File: src/rtl/sipo_capture_reg.sv
// Serial-in/parallel-out capture register: packs N accepted bits MSB-first and
// hands the word downstream over valid/ready. Optional SIPO_PARITY_EN adds a parity output.
module sipo_capture_reg #(
  parameter  int N  = 8,
  localparam int CW = $clog2(N + 1)
) (
  input  logic          clk,
  input  logic          reset,
  input  logic          s_in,
  input  logic          s_valid,
  output logic          s_ready,
  output logic [N-1:0]  word,
  output logic          word_valid,
  input  logic          word_ready,
`ifdef SIPO_PARITY_EN
  output logic          parity,
`endif
  output logic [CW-1:0] bit_cnt
);

  typedef enum logic {
    FILL = 1'b0,
    HOLD = 1'b1
  } state_e;

  state_e        state_q, state_d;
  logic [N-1:0]  shreg_q, shreg_d;
  logic [N-1:0]  word_q, word_d;
  logic          word_valid_q, word_valid_d;
  logic [CW-1:0] bit_cnt_q, bit_cnt_d;
  logic [N-1:0]  shifted;
  logic          accept;
  logic          last_bit;

  assign s_ready  = (state_q == FILL);
  assign accept   = s_valid && s_ready;
  assign shifted  = {shreg_q[N-2:0], s_in};
  assign last_bit = (bit_cnt_q == CW'(N - 1));

  always_comb begin
    state_d      = state_q;
    shreg_d      = shreg_q;
    word_d       = word_q;
    word_valid_d = word_valid_q;
    bit_cnt_d    = bit_cnt_q;
    case (state_q)
      FILL: begin
        if (accept) begin
          shreg_d = shifted;
          if (last_bit) begin
            word_d       = shifted;
            word_valid_d = 1'b1;
            bit_cnt_d    = '0;
            state_d      = HOLD;
          end else begin
            bit_cnt_d = bit_cnt_q + CW'(1);
          end
        end
      end
      HOLD: begin
        // word keeps its last value after the transfer; only the flag drops
        if (word_ready) begin
          word_valid_d = 1'b0;
          state_d      = FILL;
        end
      end
      default: state_d = FILL;
    endcase
  end

  always_ff @(posedge clk) begin
    if (reset) begin
      state_q      <= FILL;
      shreg_q      <= '0;
      word_q       <= '0;
      word_valid_q <= 1'b0;
      bit_cnt_q    <= '0;
    end else begin
      state_q      <= state_d;
      shreg_q      <= shreg_d;
      word_q       <= word_d;
      word_valid_q <= word_valid_d;
      bit_cnt_q    <= bit_cnt_d;
    end
  end

  assign word       = word_q;
  assign word_valid = word_valid_q;
  assign bit_cnt    = bit_cnt_q;

`ifdef SIPO_PARITY_EN
  logic parity_q, parity_d;

  always_comb begin
    parity_d = parity_q;
    if (state_q == FILL && accept && last_bit) parity_d = ^shifted;
  end

  always_ff @(posedge clk) begin
    if (reset) parity_q <= 1'b0;
    else       parity_q <= parity_d;
  end

  assign parity = parity_q;
`endif

endmodule
File: config.mk
export PLATFORM = sky130hd
export DESIGN_NAME = sipo_capture_reg
export DESIGN_NICKNAME = d
export VERILOG_FILES = /design/src/rtl/sipo_capture_reg.sv
export SDC_FILE = /design/constraint.sdc
export NUM_CORES = 1
export LEC_CHECK = 0
export BUFFER_PORTS_ARGS = -buffer_cell sky130_fd_sc_hd__buf_2
export CORE_MARGIN = 2
export CORE_UTILIZATION = 45
export CTS_BUF_LIST = sky130_fd_sc_hd__clkbuf_4 sky130_fd_sc_hd__clkbuf_8
export DETAILED_ROUTE_END_ITERATION = 12
export PLACE_DENSITY = 0.68
export REMOVE_ABC_BUFFERS = 1
export SYNTH_ARGS = -nofsm -noshare
export SYNTH_HDL_FRONTEND = slang
export SYNTH_SLANG_ARGS = --single-unit
export TNS_END_PERCENT = 5
File: constraint.sdc
create_clock -name clk -period 1.3 [get_ports clk]
set_input_delay 0.26 -clock clk [delete_from_list [all_inputs] [get_ports clk]]
set_output_delay 0.26 -clock clk [all_outputs]
set_load 0.005 [all_outputs]
# [Word-level counts from Yosys, hierarchy flattened]
# Index checks and enable logic that the tools add are counted.
[word_totals] input_bits=5 reg_bits=21 output_inout_bits=14 word_cells=24
[op_classes] n_reduce_logical=4 n_mux=9 add_sub_neg=1 eq_ne=4 bitwise_logic=1
[op_table] op="1-bit 2-to-1 mux" count=6
[op_table] op="3-bit AND reduction" count=2
[op_table] op="4-bit by 1-bit adder with 4-bit output (second input constant)" count=1
[op_table] op="4-bit by 3-bit equality test with 1-bit output (second input constant)" count=1
[op_table] op="4-bit 2-to-1 mux" count=1
[op_table] op="2-bit by 1-bit != test with 1-bit output (second input constant)" count=2
[op_table] op="1-bit case mux with 2 select lines" count=2
[op_table] op="2-bit != test (second input constant)" count=1
[op_table] op="2-bit AND reduction" count=1
[op_table] op="1-bit logical AND" count=1
[op_table] op="1-bit NOT" count=1

# [Longest topological paths before layout]
# Gate-level depths: netlist (run 1).
[depth] word_depth=4 ltp_mapped=5 mapped_depth_nobuf=4

# [Worst setup path after synthesis (run 1)]
# No wires, ideal clock.
[synth_path] kind="register -> register" from="reg bit_cnt_q[0] (netlist: bit_cnt[0])" to="reg bit_cnt_q[3] (netlist: bit_cnt[3])" synth_period_minus_slack_ns=1.217 required_time_ns=1.229 setup_ns=0.071 path_stages_with_launch=4 path_buffers=0 arrival_time_ns=1.146 setup_slack_ns=0.083 cell_sequence="dfxtp_1 > ha_1 > or4_1 > a21oi_1"
[synth_between] elab_chain_len=2 word_cells_on_any_way=3 cone_classes="add/sub (1); eq/ne (1); mux (1)"
[synth_lines] item="start, declared" line_no="30" text="logic [CW-1:0] bit_cnt_q, bit_cnt_d;"
[synth_lines] item="start signal, assigned" line_no="83" text="bit_cnt_q <= bit_cnt_d;"
[synth_lines] item="4-bit by 1-bit adder with 4-bit output or 4-bit by 3-bit equality test with 1-bit output (tied branches)" line_no="56, 38"
[synth_lines] item="4-bit 2-to-1 mux *" line_no="50" text="if (last_bit) begin"
# Mark *: on every way between the ends. The rest lies on a longest branch, timed or not.
# A chain may end at the register's enable or synchronous reset.

# [Final worst setup path (run 1)]
# Same ends and word-level chain as after synthesis.

==> metrics.cfg, run 1 <==
[run_status]
outcome=complete, no violations

[critical_path]
arrival_ps=1470
start_kind=register
worst_setup_path_end_kind=register
reg2regPathDepth=3
cp.required_ps=1550
crit_fanout=3
worstSetupPathType=reg2reg

[clocking]
cts_inserted_buffers=3
htree_num_levels=1
cts.reportedPaths.clkPinSlew_ps=120
root_buffer=clkbuf_4
cts_sinks=21
clock_latency_ps=300
postCtsHoldBufs=0
cts_tree=built
cts_buffer_depth=2

[timing]
timing.slew.headroom=0.710
finalHoldViolCount=0
fmaxAchievable_ghz=0.820
setup_viol=0
tightest_slew_ps=435
skew_ps=10.7
rsz0062_at_grt=no
drv_slew=0
fin_ws_ps=79.9
period_needed_ps=1220
fin_crit_sh=0.939

[floorplanning]
floorplan.rows=16
core_area_mm2=0.00190
top_level_ports=19
die_h_um=48.2
initial_core_util=0.463
dieArea_mm2=0.00233
dieWidth_um=48.2

[pwr]
p_int_uw=810
clkPwrFrac=0.293
power_switching_share=0.233
p_leak_uw=0.000405
p_seq_frac=0.628
p_sw_uw=246
p_per_area_mw_per_mm2=985
pwr-share-comb=0.079
ir_worst_vdd_uv=639

[drt]
drt-total-wl_um=1560
drc=0
drtIter0Drc=6
ant_nets=0
dr_total_vias=700
viasPerCell=4.79
drt-pass1-iter-count=4
drt-wirelength-per-cell_um=10.7

[synth]
synth.cell_area_um2=881
syn_inst=96
ys_seq_area_frac=0.477
ys_warn_count=0
synth.distinct_cells=24
ys_ff_latch=21
avgSynthCellArea_um2=9.18

[worst_hold_path]
min_path_type=in2reg
hold_depth=3

[finish]
fillers=180
final_cell_mix=nand2_1 (19), dfxtp_1 (19), buf_2 (18)
nNetsFinal=126
area_growth_pct=21.7
drive_above_1_share=0.311
diodes=0
layout.cells.non_filler=146

[grt]
antenna_found_initial=0
overflow=0
grt_max_degree=30
grt_use_total=0.156
grt_pass1_vias=577
grt_pass1_wl_um=2440

[place]
place_ws_ps=-35.0
io_buffers=18
routabilityCongestion=0.653
dpl.hpwl_um=1010
dp.cells=140

[run]
maxCapViolCount=0

[layer usage]
| layer | global-route usage | routed length, um | part of all wire | vias to the layer above |
|---|---|---|---|---|
| met5 | 0 | 0 | 0 | - |
| met2 | 0.242 | 721 | 0.46 | 24 |
| met3 | 0.0333 | 87 | 0.056 | 4 |
| met1 | 0.196 | 729 | 0.47 | 312 |
| li1 | - | - | - | 360 |
| met4 | 0.0973 | 24 | 0.015 | 0 |
[metrics by stage]
step / util / setup TNS [ps] / power, uW / hold WS (ps) / cell area [um^2]
2_1_floorplan: - / -4750 / 710 / 322 / 846
3_3_place_gp: 0.530 / 0 / 745 / 448 / 1010
3_5_place_dp: 0.530 / -80.5 / 747 / 458 / 1010
4_1_cts: 0.547 / 0 / 1060 / 193 / 1040
5_1_grt: 0.564 / 0 / 1120 / 186 / 1070
6_report: 0.564 / 0 / 1060 / 201 / 1070
[repair_timing]
action / 4_1_cts / 5_1_grt
hold endpoints to repair: 0 / 0
setup endpoints to repair: 8 / 9
resized for setup: 2 / 4
pin swaps: 0 / 2
buffers inserted: 0 / 2
[critical path: stages, from the launching register on]
cell and delay, ps:
dfxtp_4 380, ha_4 160, or4_1 490, a21oi_1 130
[final timing paths]
| kind | start | end | slack, ps |
|---|---|---|---|
| worst min-delay path | s_in | shreg_q[0] | 200 |
| worst max-delay path | bit_cnt[0] | bit_cnt[3] | 80 |
| worst min register to register | shreg_q[2] | shreg_q[3] | 460 |
| worst max register to register | bit_cnt[0] | bit_cnt[3] | 80 |
[logic make-up after synthesis]
logic type                 Yosys count  share of synthesized area
DFF                                 21                      0.477
and+or+nand+nor                     45                      0.277
AOI/OAI and AO/OA                   12                     0.0767
xor gates and xnor gates             2                     0.0199
adders and majority gates            1                     0.0142
muxes                                8                     0.0909
buffers and inverters                7                     0.0440
[registers in the layout (all words and copies together) (netlist names)]
name	count
word	8
shreg_q	7
bit_cnt	4
state_q	1
word_valid	1
[synthesized netlist by cell type (all sizes together)]
cell type	number	area, um^2
nand3	1	5.00
nor2	1	3.75
dfxtp	21	420
xnor2	1	8.76
mux2i	8	80.1
or4	1	7.51
nand2b	17	114
or3	1	11.3
clkbuf	3	11.3
xor2	1	8.76
a21oi	11	62.6
nand2	19	71.3
nor3	2	10.0
inv	1	3.75
buf	3	23.8
or2b	1	7.51
o21ai	1	5.00
nand3b	1	7.51
nor2b	1	6.26
ha	1	12.5
[power groups by stage]
stage                     clock (uW)  sequential, uW  combinational [uW]
final                            309             664                83.4
after global routing             360             665                92.7
after global placement             0             676                69.4
after floorplan                    0             676                33.7
after detailed placement           0             677                69.6
after CTS                        325             663                70.5
[layout make-up]
| cell class | count | area, um^2 | area share |
|---|---|---|---|
| Clock buffer | 3 | 22.5 | 0.0210 |
| Tap cell | 27 | 33.8 | 0.0315 |
| Multi-Input combinational cell | 68 | 439 | 0.410 |
| Inverter | 1 | 3.75 | 0.00350 |
| Clock inverter | 1 | 5.00 | 0.00467 |
| Timing Repair Buffer | 25 | 143 | 0.133 |
| Sequential cell | 21 | 425 | 0.397 |
Note: power is estimated with default switching activity, not from simulation.
==> inputs of run 2 (changes only) <==
--- a/config.mk
+++ b/config.mk
@@ -10,7 +10,7 @@
 export CORE_UTILIZATION = 45
 export CTS_BUF_LIST = sky130_fd_sc_hd__clkbuf_4 sky130_fd_sc_hd__clkbuf_8
 export DETAILED_ROUTE_END_ITERATION = 12
-export PLACE_DENSITY = 0.68
+export PLACE_DENSITY = 0.71
 export REMOVE_ABC_BUFFERS = 1
 export SYNTH_ARGS = -nofsm -noshare
 export SYNTH_HDL_FRONTEND = slang
==> run 2 against run 1 <==
  * Clock power about the same
  * First-iteration DRC count up 50%
  * Critical path depth up 1
  * Utilization up 0.92 points
  * Wire length down 3.5%
  * Non-clock buffer count unchanged
  * Combinational power up 4.9%
  * Clock-buffer cell count up 1
  * Sequential cell count unchanged
  * Power up 0.64%
  * Hold slack better by 13 ps
  * Final cell count unchanged
  * Largest cell class unchanged
==> metrics.cfg, run 2 (same netlist as run 1, synthesis figures left out) <==
[finish]
largest_register_ffs=8
diodes=0
nNetsFinal=126
drive_above_1_share=0.319
layout_commonest_cell=dfxtp_1
multi_input_area_um2=453
final_cell_mix=dfxtp_1 (19), nand2_1 (18), buf_2 (18)
layout.cells.non_filler=146
design_area_mm2=0.00109
area_growth_pct=23.7
fillers=177
seqCellArea_um2=423

[timing]
skew_ps=1.22
fin_crit_sh=0.961
fmaxAchievable_ghz=0.801
rsz0062_at_grt=yes
tightest_slew_ps=425
fin_ws_ps=50.9
finalHoldViolCount=0
period_needed_ps=1250
setup_viol=0
fin_setup_tns_ps=0
timing.slew.headroom=0.716
drv_slew=0

[drt]
dr_total_vias=680
drc=0
drtIter0Drc=9
drt-pass1-iter-count=4
viasPerCell=4.66
drt-total-wl_um=1510
ant_nets=0
drt-wirelength-per-cell_um=10.3

[grt]
top_usage_layer=met1
grt_use_total=0.133
met1_usage=0.195
grt_max_degree=30
grt_pass1_wl_um=2200
grt_pass1_vias=541
met3_usage=0.0222
grtUsageMet2=0.195
overflow=0
antenna_found_initial=0

[place]
post_dp_cell_area_mm2=0.00101
io_buffers=18
dpl.hpwl_um=1060
dp.cells=141
routabilityCongestion=0.681
place_ws_ps=-13.7

[pwr]
p_per_area_mw_per_mm2=975
ir_worst_vdd_uv=535
p_leak_uw=0.000422
p_total_uw=1060

[clocking]
postCtsHoldBufs=0
htree_num_levels=1
cts_inserted_buffers=3
cts_tree=built
clock_latency_ps=280
root_buffer=clkbuf_4
cts_buffer_depth=2
cts.reportedPaths.clkPinSlew_ps=100
cts_sinks=21

[floorplanning]
dieWidth_um=48.2
core_area_mm2=0.00190
floorplan.rows=16
top_level_ports=19
initial_core_util=0.463
dieArea_mm2=0.00233
die_h_um=48.2

[critical_path]
start_kind=register
crit_fanout=8
cp.required_ps=1520
arrival_ps=1470
worstSetupPathType=reg2reg
worst_setup_path_end_kind=register

[run]
maxCapViolCount=0

[worst_hold_path]
min_path_type=in2reg

[run_status]
outcome=complete, no violations

run 2: worst paths after layout:
check                           slack, ps     from  cells past startpoint          to
worst max-delay path                   50  state_q                      4     state_q
worst min-delay path                  210     s_in                      3  shreg_q[0]
worst max register to register         50  state_q                      4     state_q
worst min register to register        470  word[4]                      2     word[4]
run 2: timing repair:
action                     CTS  global route
gates resized for setup      1             8
pin swaps                    0             2
buffers inserted             0             1
setup endpoints to repair    8             9
run 2: routing by layer:
| layer | up-vias | routed length (um) | part of all wire |
|---|---|---|---|
| li1 | 356 | - | - |
| met1 | 303 | 720 | 0.48 |
| met2 | 17 | 692 | 0.46 |
| met3 | 4 | 71 | 0.047 |
| met4 | 0 | 24 | 0.016 |
| met5 | - | 0 | 0 |
run 2: layout make-up:
class                      instances  area share
inverter                           1     0.00344
sequential                        21       0.388
tap                               27      0.0310
timing repair buffer              25       0.134
multi-input combinational         68       0.416
clock buffer                       4      0.0276
run 2: stage by stage:
step                hold WS (ps)  utilization
finish                       214        0.573
global route                 209        0.573
CTS                          207        0.552
detailed placement           459        0.534
global placement             444        0.534
floorplan                    322            -
run 2: power breakdown:
group | switching (uW) | internal, uW | total [uW]
Sequential | 10.1 | 654 | 664
Combinational | 43.5 | 44.0 | 87.5
Clock | 171 | 140 | 311
Total | 225 | 838 | 1060
run 2: worst max-delay path, stage by stage (launching register included):
cell and delay (ps):
dfxtp_1 330, nand2b_4 160, buf_4 170, or3_4 390, a21oi_2 130
